`config.mk`:
```
export PLATFORM = sky130hd
export DESIGN_NAME = axilite_csr_write_bank
export DESIGN_NICKNAME = d
export VERILOG_FILES = /design/src/rtl/axilite_csr_write_bank.sv
export SDC_FILE = /design/constraint.sdc
export NUM_CORES = 1
export LEC_CHECK = 0
export ABC_CLOCK_PERIOD_IN_PS = 4330
export BUFFER_PORTS_ARGS = -buffer_cell sky130_fd_sc_hd__buf_4
export CAP_MARGIN = 10
export CORE_MARGIN = 2
export CORE_UTILIZATION = 48
export DETAILED_ROUTE_END_ITERATION = 6
export PLACE_DENSITY = 0.74
export SLEW_MARGIN = 10
export SYNTH_ARGS = -nofsm -noshare
export SYNTH_HDL_FRONTEND = slang
export SYNTH_SLANG_ARGS = --single-unit
```
`constraint.sdc`:
```
create_clock -name clk -period 4.33 [get_ports clk]
set_clock_uncertainty 0.1 [all_clocks]
set_input_delay 0.866 -clock clk [delete_from_list [all_inputs] [get_ports clk]]
set_output_delay 0.866 -clock clk [all_outputs]
set_load 0.05 [all_outputs]
```
`src/rtl/axilite_csr_write_bank.sv`:
```
// AXI4-Lite write slave driving a bank of byte-strobed CSRs with per-register write pulses.
// Define AXIL_CSR_WR_SLVERR_EN to answer out-of-range writes with SLVERR instead of OKAY.
module axilite_csr_write_bank #(
  parameter int DATA_W = 32,
  parameter int NUM_REGS = 8,
  parameter int ADDR_W = 32,
  parameter logic [NUM_REGS*DATA_W-1:0] RESET_VAL = '0
) (
  input  logic                         clk,
  input  logic                         rst,
  input  logic [ADDR_W-1:0]            awaddr,
  input  logic                         awvalid,
  output logic                         awready,
  input  logic [DATA_W-1:0]            wdata,
  input  logic [DATA_W/8-1:0]          wstrb,
  input  logic                         wvalid,
  output logic                         wready,
  output logic [1:0]                   bresp,
  output logic                         bvalid,
  input  logic                         bready,
  output logic [NUM_REGS*DATA_W-1:0]   regs_out,
  output logic [NUM_REGS-1:0]          wr_pulse
);

  localparam int STRB_W = DATA_W / 8;
  localparam int LSB = $clog2(STRB_W);
  localparam logic [1:0] RESP_OKAY = 2'b00;
`ifdef AXIL_CSR_WR_SLVERR_EN
  localparam logic [1:0] RESP_OOR = 2'b10;
`else
  localparam logic [1:0] RESP_OOR = 2'b00;
`endif

  typedef enum logic [1:0] {COLLECT, COMMIT, RESP} state_t;

  state_t                       state;
  logic                         aw_held;
  logic                         w_held;
  logic [ADDR_W-1:0]            addr_q;
  logic [DATA_W-1:0]            data_q;
  logic [STRB_W-1:0]            strb_q;
  logic [NUM_REGS*DATA_W-1:0]   regs_q;
  logic [NUM_REGS-1:0]          pulse_q;
  logic                         bvalid_q;
  logic [1:0]                   bresp_q;
  logic [ADDR_W-1:0]            idx;
  logic                         in_range;
  logic                         aw_hs;
  logic                         w_hs;

  // Readies depend only on registered state, so no input reaches them combinationally.
  assign awready  = (state == COLLECT) && !aw_held;
  assign wready   = (state == COLLECT) && !w_held;
  assign aw_hs    = awvalid && awready;
  assign w_hs     = wvalid && wready;
  assign idx      = addr_q >> LSB;
  assign in_range = idx < ADDR_W'(NUM_REGS);

  assign regs_out = regs_q;
  assign wr_pulse = pulse_q;
  assign bvalid   = bvalid_q;
  assign bresp    = bresp_q;

  always_ff @(posedge clk or negedge rst) begin
    if (!rst) begin
      state    <= COLLECT;
      aw_held  <= 1'b0;
      w_held   <= 1'b0;
      addr_q   <= '0;
      data_q   <= '0;
      strb_q   <= '0;
      regs_q   <= RESET_VAL;
      pulse_q  <= '0;
      bvalid_q <= 1'b0;
      bresp_q  <= 2'b00;
    end else begin
      pulse_q <= '0;
      case (state)
        COLLECT: begin
          if (aw_hs) begin
            addr_q  <= awaddr;
            aw_held <= 1'b1;
          end
          if (w_hs) begin
            data_q <= wdata;
            strb_q <= wstrb;
            w_held <= 1'b1;
          end
          if ((aw_held || aw_hs) && (w_held || w_hs))
            state <= COMMIT;
        end
        COMMIT: begin
          for (int i = 0; i < NUM_REGS; i++) begin
            if (in_range && (idx == ADDR_W'(i))) begin
              for (int b = 0; b < STRB_W; b++) begin
                if (strb_q[b])
                  regs_q[i*DATA_W + b*8 +: 8] <= data_q[b*8 +: 8];
              end
              pulse_q[i] <= |strb_q;
            end
          end
          bvalid_q <= 1'b1;
          bresp_q  <= in_range ? RESP_OKAY : RESP_OOR;
          state    <= RESP;
        end
        RESP: begin
          // Held flags clear only here, so a new AW/W cannot slip in before B completes.
          if (bready) begin
            bvalid_q <= 1'b0;
            aw_held  <= 1'b0;
            w_held   <= 1'b0;
            state    <= COLLECT;
          end
        end
        default: state <= COLLECT;
      endcase
    end
  end

endmodule

```
# --- Yosys cells after proc, flatten, opt, wreduce, memory -nomap -nowiden ---
# Cells that the tools add are included.
totals:
  regBits: 337
  in_bits: 73
  out_inout_bits: 269
  wordCells: 132
classes:
  magnitude_cmp: 1
  n_eq_ne: 13
  n_mux: 18
  reduce_logical: 60
ops:
  columns: ["op", "n"]
  rows:
  - ["$eq A30 B3 Y1 const B", 4]
  - ["$reduce_and A3 Y1", 34]
  - ["$eq A30 B2 Y1 const B", 2]
  - ["$logic_not A32 Y1", 1]
  - ["$eq A30 B1 Y1 const B", 1]
  - ["$lt A30 B4 Y1 const B", 1]
  - ["$logic_and A1 B1 Y1", 13]
  - ["$mux W1", 11]
  - ["$mux W8", 1]
  - ["$reduce_and A2 Y1", 4]
  - ["$ne A2 B2 Y1 const B", 3]
  - ["$pmux W1 S2", 3]
  - ["$pmux W2 S3", 1]
  - ["$mux W2", 2]
  - ["$reduce_bool A2 Y1", 2]
  - ["$reduce_or A4 Y1", 1]
  - ["$eq A2 B1 Y1 const B", 1]
  - ["$eq A2 B2 Y1 const B", 1]
  - ["$logic_not A1 Y1", 2]
  - ["$logic_not A2 Y1", 1]
  - ["$logic_or A1 B1 Y1", 2]
  - ["$ne A2 B1 Y1 const B", 1]

# --- Logic depth before layout (Yosys ltp) ---
# Gate-level depths: netlist of the first run.
depth:
  ltp_word: 7
  mapped_depth: 6
  mapped_depth_nobuf: 4

# --- Least setup slack after synthesis of the first run ---
# No wires, ideal clock.
synth_path:
  path_kind: "flip-flop to flip-flop"
  from: "reg state[1]"
  to: "reg data_q[10]"
  setup_ns: 0.125
  arrival_ns: 2.822
  required_ns: 4.105
  slack_ns: 1.283
  path_stages_with_launch: 7
  n_path_buf: 3
  synth_period_minus_slack_ns: 3.047
  path_cell_list: "dfrtp_1 clkbuf_1 nor3_1 and2_1 clkbuf_1 buf_2 mux2_2"
synth_between:
  elab_chain_cells: 4
synth_lines:
  columns: ["item", "line_no", "rtl"]
  rows:
  - ["start: declaration", "36", "state_t state;"]
  - ["start signal: assignment", "66", "state <= COLLECT;"]
  - ["start signal: assignment", "90", "state <= COMMIT;"]
  - ["start signal: assignment", "104", "state <= RESP;"]
  - ["$logic_not A2 Y1", "53", "assign wready = (state == COLLECT) && !w_held;"]
  - ["$logic_and A1 B1 Y1", "53", null]
  - ["via wready", "17", "output logic wready,"]
  - ["$logic_and A1 B1 Y1", "55", "assign w_hs = wvalid && wready;"]
  - ["$reduce_and A2 Y1 (no line)", null, null]
  - ["end signal: assignment", "85", "data_q <= wdata;"]
  - ["end: declaration", "40", "logic [DATA_W-1:0] data_q;"]
# The timed path passes the listed nets, and every way through them passes these cells.
# A chain may end at the register's enable or synchronous reset.

# --- Final worst setup path of the first run ---
layout_path:
  from: "reg addr_q[8]"
  to: "reg regs_q[182] (netlist: regs_out[182])"
layout_between:
  elab_chain_cells: 3
  elab_cells_between_ends: 4
  cone_classes: "order compare (1); eq/ne (1); reduce/logical (2)"
layout_lines:
  columns: ["item", "line_no", "rtl"]
  rows:
  - ["start: declaration", "39", "logic [ADDR_W-1:0] addr_q;"]
  - ["start signal: assignment", "81", "addr_q <= awaddr;"]
  - ["$lt A30 B4 Y1 / $eq A30 B3 Y1 (equally long branches)", "57, 94", null]
  - ["$logic_and A1 B1 Y1 (*)", "94", "if (in_range && (idx == ADDR_W'(i))) begin"]
  - ["$reduce_and A3 Y1 (no line) (*)", null, null]
  - ["end signal: indexed assignment", "97", "regs_q[i*DATA_W + b*8 +: 8] <= data_q[b*8 +: 8];"]
  - ["end: declaration", "42", "logic [NUM_REGS*DATA_W-1:0] regs_q;"]
# Every way passes the cells marked *; elsewhere a longest branch is shown, timed or not.

==> results of run 1 <==
==> metal layers <==
metal	vias to the layer above	global-route usage (%)
met4	0	8.14
met3	57	7.20
met2	280	37.0
li1	3613	-
met5	-	0
met1	4178	28.3
==> cell families (layout without fill, tap and decap cells) <==
family                 Yosys count  after routing  share of synthesized area (%)
AND/OR/NAND/NOR                 95             95                           6.72
multiplexers                   322            322                           27.8
buffers and inverters           26            414                           1.02
other                            1              3                         0.0287
flip-flops                     335            335                           64.2
AO/OA/AOI/OAI                    8              8                          0.316
==> synthesized netlist by cell type, types with 2 or more instances <==
master | n | area, um2
dfrtp_1 | 335 | 8380
mux2_2 | 319 | 3590
nand4_2 | 11 | 138
nand2_1 | 9 | 33.8
nor4_4 | 9 | 191
clkbuf_1 | 8 | 30.0
nor2_1 | 8 | 30.0
nor3_4 | 8 | 130
buf_2 | 7 | 35.0
buf_4 | 7 | 52.6
nand4_1 | 7 | 43.8
nand4b_1 | 7 | 61.3
and2_1 | 6 | 37.5
nor3_1 | 6 | 30.0
and4b_1 | 5 | 50.1
nor4_1 | 5 | 31.3
a21oi_1 | 4 | 20.0
nand3_1 | 4 | 20.0
inv_1 | 3 | 11.3
mux2_1 | 3 | 33.8
nor2b_1 | 3 | 18.8
o21ai_0 | 3 | 15.0
and3_1 | 2 | 12.5
==> area by class of cell <==
| cell class | count | area, um2 | share of cell area [%] |
|---|---|---|---|
| sequential | 335 | 8380 | 48.7 |
| clock inverter | 7 | 88.8 | 0.516 |
| inverter | 3 | 11.3 | 0.0654 |
| multi-input combinational | 427 | 4550 | 26.5 |
| timing repair buffer | 348 | 2670 | 15.5 |
| clock buffer | 56 | 1080 | 6.26 |
| tap | 341 | 427 | 2.48 |
| antenna | 1 | 2.50 | 0.0145 |
==> registers in the layout (all words and copies together), names as in the netlist <==
name      flops
w_held        1
wr_pulse      8
strb_q        4
bvalid        1
state         2
data_q       32
addr_q       30
aw_held       1
regs_out    256
==> metrics by stage <==
step	hold slack, ns	instance area, um2	cells
after floorplan	0.381	13100	788
after global placement	0.371	16000	1454
after detailed placement	0.379	16000	1454
after CTS	0.395	17200	1517
after global routing	0.415	17200	1518
final	0.328	17200	1518
==> power by group <==
part           internal [mW]  switching (mW)  total (mW)
Clock                   1.83            1.18        3.00
Sequential              3.46           0.548        4.01
Combinational          0.439           0.413       0.852
==> worst min path at each step <==
stage               slack (ns)                        end                 startpoint
global route              0.41   regs_out[47]$_DFFE_PN0P_   regs_out[47]$_DFFE_PN0P_
finish                    0.33  regs_out[101]$_DFFE_PN0P_                        rst
detailed placement        0.38  regs_out[101]$_DFFE_PN0P_  regs_out[101]$_DFFE_PN0P_
global placement          0.37  regs_out[101]$_DFFE_PN0P_  regs_out[101]$_DFFE_PN0P_
CTS                       0.40  regs_out[100]$_DFFE_PN0P_  regs_out[100]$_DFFE_PN0P_
floorplan                 0.38     addr_q[12]$_DFFE_PN0P_     addr_q[12]$_DFFE_PN0P_
==> cells in the final DEF (no fill, tap or decap), types with 7 or more instances in the layout <==
master | synthesis | routed
nand4_1 | 7 | 7
clkbuf_8 | 0 | 8
buf_4 | 7 | 343
mux2_2 | 319 | 319
dfrtp_1 | 335 | 335
nor2_1 | 8 | 8
clkbuf_1 | 8 | 11
nor3_4 | 8 | 8
nand4b_1 | 7 | 7
nor4_4 | 9 | 9
nand2_1 | 9 | 9
clkbuf_16 | 0 | 37
nand4_2 | 11 | 11
==> worst max-delay path: cells and delay by family, from the launching register on <==
family / cells / cell delay, ns
buffers and inverters: 1 / 0.22
DFF: 1 / 0.38
and+or+nand+nor: 3 / 1.68
muxes: 1 / 0.51
==> summary.md, run 1 <==
| Metric | Value |
|---|---|
| Area growth, synth to finish | `31.8%` |
| Final Net Count | `around 1.2k` |
| RSZ-0062 raised after global routing | `no` |
| Ports | `around 340` |
| Worst Setup SP | `addr_q[8]$_DFFE_PN0P_` |
| Max Slew Vio Count | `0` |
| Asr flop ratio synth | `100%` |
| Slowest CP cell | `and4b_1` |
| Met1 WL | `13100 um` |
| Total gr overflow | `0` |
| Routed Wire Length | `32400 um` |
| Slowest stage delay, CP | `0.71 ns` |
| Final period utilization | `69.8%` |
| Pin count of the biggest net entering global routing | `123` |
| Post-route setup slack | `1.31 ns` |
| Critical Path Source Type | `flip-flop` |
| Worst-Skew Late Latency | `0.50 ns` |
| Sinks on Clock Net | `335` |
| Total global routing track utilization | `22.5%` |
| Vias per cell | `5.35` |
| Synth Register Bits | `335` |
| Final HPWL DP | `23300 um` |
| Highest Clock Rate | `331 MHz` |
| Power per cell area | `457 nW/um2` |
| MaxCap Viol Count | `0` |
| Core Box Area | `between 20000 and 30000 um2` |
| Slew @ Worst Pin | `0.976 ns` |
| Post-synth cell types | `31` |
| Max Fanout on Critical Path | `16` |
| TNS Setup | `0 ns` |
| Status | `completed` |
| Core Util, Final | `64.1%` |
| Hold Fails Final Rpt | `0` |
| Remaining antenna violation count | `0` |
| Maximum vdd drop | `roughly 0.42 mV` |
| CTS root buf | `clkbuf_16` |
| Site Rows | `60` |
| Post-CTS Hold Fix Bufs | `0` |
| Top Layer Used | `met4` |
| DRC | `0` |
| Pre-CTS WS | `1.29 ns` |
| R2R Path Start | `addr_q[8]$_DFFE_PN0P_` |
| Slew HR | `34.9%` |
| Clock H-tree levels | `2` |
| Count of input and output buffers | `roughly 340` |
| HP Class | `input pin to asynchronous set/reset pin` |
| Crit path time final | `approximately 3.0 ns` |
| Worst R2R Path Depth | `5` |
| Die Wd | `169 um` |
| Register area share after synthesis | `64.2%` |
| DR WL/cell | `about 21 um` |
| Num CTS Buffers | `36` |
| Met3 wire len | `2720 um` |
| Total design power | `7.86 mW` |
| Die area | `28600 um2` |
| Yosys warns | `0` |
| Final setup vio count | `0` |
| Syn_area_per_cell | `around 17 um2` |
| PostCTS Resize Cnt | `0` |
| CTS tree | `yes` |
| Ratio of cells with drive above 1 in the final layout | `63.8%` |
| Via count | `8128` |
| Die Span Y | `169 um` |
| Metal2 WL | `15500 um` |
| Worst-path clk slew | `0.06 ns` |
| Starting Density | `between 40% and 50%` |
| Setup slack, reg-to-reg | `1.31 ns` |
| Critical Path End | `regs_out[182]$_DFFE_PN0P_` |
| 1st-pass router iterations | `4` |
| Reg2reg end | `regs_out[182]$_DFFE_PN0P_` |
| Worst path cell trace | `nor4_2 > buf_4 > and4b_1 > nand4_1 > mux2_2` |
| First-pass GRT wire length | `49500 um` |
| Final Wtd Congestion | `slightly below 0.8` |
| CP endpoint kind | `flip-flop` |
| Vias in the first global route | `8450` |
| CTS Buffer Depth | `3` |
| Setup CP Type | `flip-flop to flip-flop` |
| Mapped Cells | `~800` |
| Fillers | `2061` |
| Initial antenna violation count | `1` |
| Initial DRC count | `~350` |
| Leak | `just over 9 nW` |
| Synth Cell Area | `13100 um2` |
| Postcts setup bufs | `0` |
| Worst endpoint required time | `4.61 ns` |
| Critical path data arrival time | `3.31 ns` |
| Dominant synthesized flop cell | `dfrtp_1` |
| Post-synth EDFFs | `0` |
Note: power is estimated with default switching activity, not from simulation.
==> run 2: changes to the inputs <==
- ABC_CLOCK_PERIOD_IN_PS: 4330 -> 2600
- PLACE_DENSITY: 0.74 -> 0.77
- clock period: 4.33 -> 2.6 ns (I/O delays scaled with it)
==> summary.md, run 2 (synthesis gave the netlist of run 1 again) <==
| Metric | Value |
|---|---|
| R2R Path Start | `addr_q[23]$_DFFE_PN0P_` |
| Worst path cell trace | `nor4_4 > and4b_1 > buf_4 > nand4_2 > mux2_2` |
| Status | `completed` |
| Diodes inserted | `0` |
| Final setup vio count | `0` |
| Postcts setup bufs | `0` |
| TNS Setup | `0 ns` |
| Worst R2R Path Depth | `5` |
| Ratio of cells with drive above 1 in the final layout | `64.9%` |
| Fillers | `1983` |
| Finished Layout Cells | `1541` |
| Pre-CTS WS | `approximately 0.21 ns` |
| Critical path data arrival time | `2.67 ns` |
| Vias per cell | `5.31` |
| Setup slack, reg-to-reg | `0.21 ns` |
| Hold Path End | `data_q[8]$_DFFE_PN0P_` |
| DRC | `0` |
| Die Span Y | `169 um` |
| Slowest stage delay, CP | `0.44 ns` |
| Max FFs per register | `256` |
| Hold Fails Final Rpt | `0` |
| Via count | `about 8k` |
| Die area | `28600 um2` |
| Clock H-tree levels | `2` |
| Area growth, synth to finish | `33.9%` |
| Post-route cell area | `17500 um2` |
| 1st-pass router iterations | `6` |
| Setup CP Type | `flip-flop to flip-flop` |
| Slew HR | `45.5%` |
| Die Wd | `169 um` |
| Starting Density | `48.6%` |
| First-pass GRT wire length | `approximately 50000 um` |
| Remaining antenna violation count | `0` |
| Worst endpoint required time | `2.88 ns` |
| Final Net Count | `1254` |
| RSZ-0062 raised after global routing | `no` |
| Crit path time final | `2.39 ns` |
| Post-route setup slack | `about 0.21 ns` |
| Slew @ Worst Pin | `roughly 0.8 ns` |
| Pin count of the biggest net entering global routing | `70` |
| Ports | `342` |
| CP endpoint kind | `flip-flop` |
| Power per cell area | `roughly 760 nW/um2` |
| Placed Area | `about 16000 um2` |
| Sinks on Clock Net | `approximately 340` |
| Total design power | `13.3 mW` |
| Placed instance count | `1483` |
| Critical Path Source Type | `flip-flop` |
| Core Box Area | `26900 um2` |
| Area of the multi-input gates | `~4600 um2` |
| HP Class | `input pin to flip-flop` |
| Final HPWL DP | `23200 um` |
| Routed Wire Length | `between 30000 and 40000 um` |
| Initial antenna violation count | `0` |
| Slowest CP cell | `nor4_4` |
| Vias in the first global route | `8547` |
| Commonest non-fill, non-tap cells in the layout | `buf_4, dfrtp_1, mux2_2, clkbuf_16, nand4_2` |
| Launch point of the worst hold path | `wdata[8]` |
| MaxCap Viol Count | `0` |
| Num CTS Buffers | `36` |
| Total global routing track utilization | `a little under a quarter` |
| Worst-path clk slew | `0.06 ns` |
| DR WL/cell | `~21 um` |
| Site Rows | `60` |
| Highest Clock Rate | `419 MHz` |
| Initial DRC count | `329` |
| Leak | `9.38 nW` |
| Commonest non-fill, non-tap cell in the layout | `buf_4` |
| Reg2reg end | `regs_out[65]$_DFFE_PN0P_` |
| Maximum vdd drop | `0.593 mV` |
| Final period utilization | `91.8%` |
| CTS root buf | `clkbuf_16` |
| Worst hold path depth | `2` |
| Final Wtd Congestion | `just over 0.8` |
| Worst-Skew Late Latency | `0.50 ns` |
| Max Fanout on Critical Path | `12` |
| Total gr overflow | `0` |
| Count of input and output buffers | `337` |
| CTS tree | `yes` |
| Max Slew Vio Count | `0` |
| CTS Buffer Depth | `3` |
| Reg area | `8380 um2` |
[run 2: area by class of cell]
cell class	instances	share of cell area (%)
timing repair buffer	378	16.8
inverter	3	0.0644
clock inverter	8	0.801
tap	341	2.44
multi-input combinational	427	26.1
sequential	335	47.9
clock buffer	49	5.84
[run 2: how the worst max path moves through the flow]
stage,cells past startpoint,start,end,slack [ns]
finish,5,addr_q[23]$_DFFE_PN0P_,regs_out[65]$_DFFE_PN0P_,0.21
global route,5,addr_q[28]$_DFFE_PN0P_,regs_out[204]$_DFFE_PN0P_,0.04
CTS,5,addr_q[28]$_DFFE_PN0P_,regs_out[82]$_DFFE_PN0P_,0.20
detailed placement,4,state[0]$_DFFE_PN0P_,regs_out[82]$_DFFE_PN0P_,0.21
global placement,4,state[0]$_DFFE_PN0P_,regs_out[29]$_DFFE_PN0P_,0.23
floorplan,6,state[1]$_DFFE_PN0P_,data_q[10]$_DFFE_PN0P_,0.01
[run 2: what timing repair did]
action                     CTS  global route
hold buffers                 1             0
resized for setup            0             1
setup endpoints to repair    0             3
hold endpoints to repair    36             0
[run 2: power breakdown]
part	total [mW]	internal (mW)	leakage, nW	switching [mW]
Sequential	6.71	5.76	4.55	0.952
Combinational	1.51	0.781	4.26	0.724
Clock	5.05	3.12	0.572	1.93
Total	13.3	9.66	9.38	3.61
[run 2: metal layers]
metal  vias to the layer above  GRT usage (%)  share of wire [%]
met5                         -              0                  0
met4                         0           6.21                2.4
met3                        50           6.66                8.0
met2                       282           38.0                 48
met1                      4187           29.2                 41
li1                       3662              -                  -
[run 2: critical path, delay by kind of cell (launching register included)]
kind          cells  cell delay (ns)
simple gates      3             1.13
mux               1             0.42
flops             1             0.40
buf+inv           1             0.22
[run 2: per-stage QoR]
step,util [%],hold WS (ns)
after global routing,65.1,0.130
after detailed placement,60.7,0.354
final,65.1,0.150
after CTS,65.0,0.130
after floorplan,-,0.124
after global placement,60.7,0.353
==> run 3: changes to the inputs <==
- CORE_MARGIN: 2 -> 4
- CTS_CLUSTER_SIZE: not set -> 40
==> summary.md, run 3 (synthesis gave the netlist of run 1 again) <==
| Metric | Value |
|---|---|
| Max FFs per register | `256` |
| Worst endpoint required time | `2.89 ns` |
| Postcts setup bufs | `0` |
| HP Class | `input pin to flip-flop` |
| Setup slack, reg-to-reg | `0.19 ns` |
| Die Wd | `173 um` |
| 1st-pass router iterations | `4` |
| Starting Density | `48.6%` |
| Worst hold path depth | `2` |
| Commonest non-fill, non-tap cells in the layout | `buf_4, dfrtp_1, mux2_2, clkbuf_16` |
| Initial DRC count | `between 300 and 400` |
| Power per cell area | `about 750 nW/um2` |
| Reg2reg end | `regs_out[27]$_DFFE_PN0P_` |
| Max Fanout on Critical Path | `8` |
| R2R Path Start | `state[0]$_DFFE_PN0P_` |
| MaxCap Viol Count | `0` |
| RSZ-0062 raised after global routing | `no` |
| Site Rows | `60` |
| DR WL/cell | `21.4 um` |
| Worst R2R Path Depth | `4` |
| Worst-Skew Late Latency | `0.50 ns` |
| Crit path time final | `2.41 ns` |
| Status | `completed` |
| Highest Clock Rate | `414 MHz` |
| Final setup vio count | `0` |
| Leak | `9.34 nW` |
| Critical path data arrival time | `2.70 ns` |
| Maximum vdd drop | `0.608 mV` |
| Pin count of the biggest net entering global routing | `75` |
| Final period utilization | `92.8%` |
| Slew HR | `45.8%` |
| Die Span Y | `173 um` |
| CP endpoint kind | `flip-flop` |
| Sinks on Clock Net | `335` |
| Vias per cell | `between 5 and 6` |
| Max Slew Vio Count | `0` |
| Remaining antenna violation count | `0` |
| Ports | `between 300 and 400` |
| Hold Fails Final Rpt | `0` |
| Final Wtd Congestion | `0.816` |
| TNS Setup | `0 ns` |
| Clock H-tree levels | `2` |
| CTS Buffer Depth | `3` |
| Vias in the first global route | `8848` |
| Total gr overflow | `0` |
| DRC | `0` |
| CTS tree | `yes` |
| Count of input and output buffers | `337` |
| Hold Worst Slack | `roughly 0.14 ns` |
| Num CTS Buffers | `35` |
| Initial antenna violation count | `0` |
| Setup CP Type | `flip-flop to flip-flop` |
| Critical Path Source Type | `flip-flop` |
| Core Box Area | `between 20000 and 30000 um2` |
| Commonest non-fill, non-tap cell in the layout | `buf_4` |
| Via count | `around 8.2k` |
| Ratio of cells with drive above 1 in the final layout | `64.6%` |
| Diodes inserted | `0` |
| Reg area | `8380 um2` |
| PostCTS Resize Cnt | `0` |
| Area of the multi-input gates | `between 4000 and 5000 um2` |
| Total global routing track utilization | `roughly 22%` |
| CTS root buf | `clkbuf_16` |
| Final Net Count | `approximately 1.3k` |
| Fillers | `1987` |
| Worst-path clk slew | `0.06 ns` |
| Area growth, synth to finish | `33.2%` |
| Hold Path End | `data_q[21]$_DFFE_PN0P_` |
| Die area | `roughly 30000 um2` |
| Launch point of the worst hold path | `wdata[21]` |
| Slew @ Worst Pin | `0.811 ns` |
| First-pass GRT wire length | `between 50000 and 60000 um` |
| Routed Wire Length | `about 33000 um` |
| Final HPWL DP | `around 24000 um` |
==> run 3: cell type report <==
| cell class | instances | share of cell area, % |
|---|---|---|
| sequential | 335 | 48.2 |
| clock buffer | 53 | 5.95 |
| inverter | 3 | 0.0647 |
| multi-input combinational | 427 | 26.2 |
| clock inverter | 6 | 0.460 |
| timing repair buffer | 377 | 16.7 |
| tap | 341 | 2.45 |
==> run 3: what timing repair did <==
item | 4_1_cts | 5_1_grt
endpoints found under the setup margin | 0 | 0
hold endpoints to repair | 41 | 0
hold buffers | 1 | 0
==> run 3: worst max path at each step <==
stage / start / to / slack [ns] / depth (start not counted)
floorplan: state[1]$_DFFE_PN0P_ / data_q[10]$_DFFE_PN0P_ / 0.01 / 6
global placement: addr_q[8]$_DFFE_PN0P_ / regs_out[201]$_DFFE_PN0P_ / 0.22 / 6
detailed placement: addr_q[27]$_DFFE_PN0P_ / regs_out[99]$_DFFE_PN0P_ / 0.18 / 6
CTS: addr_q[27]$_DFFE_PN0P_ / regs_out[96]$_DFFE_PN0P_ / 0.17 / 6
global route: state[0]$_DFFE_PN0P_ / regs_out[96]$_DFFE_PN0P_ / 0.05 / 5
finish: state[0]$_DFFE_PN0P_ / regs_out[27]$_DFFE_PN0P_ / 0.19 / 4
==> run 3: critical path, stage by stage, from the launching register on <==
cell and delay, ns:
dfrtp_1 0.48, nor3b_2 0.54, nand4b_1 0.32, nor3_4 0.46, mux2_2 0.40
==> run 3: metal layers <==
layer  GRT usage (%)  routed length (um)
met4            6.02                 724
met3            6.80                2480
met1            27.7               13400
met2            36.7               16400
met5               0                   0
==> run 3: stage by stage <==
step / area, um2 / power, mW / instances / util, % / worst slack [ns]
CTS: 17400 / 13.2 / 1542 / 64.8 / 0.170
detailed placement: 16300 / 8.26 / 1482 / 60.6 / 0.183
floorplan: 13100 / 7.45 / 788 / - / 0.0102
global placement: 16300 / 8.18 / 1482 / 60.6 / 0.222
global route: 17400 / 13.7 / 1542 / 64.8 / 0.0468
finish: 17400 / 13.0 / 1542 / 64.8 / 0.186
==> run 3: power breakdown <==
part	switching, mW	internal [mW]	total (mW)
Combinational	0.730	0.761	1.49
Sequential	0.920	5.76	6.68
Clock	1.92	2.94	4.86
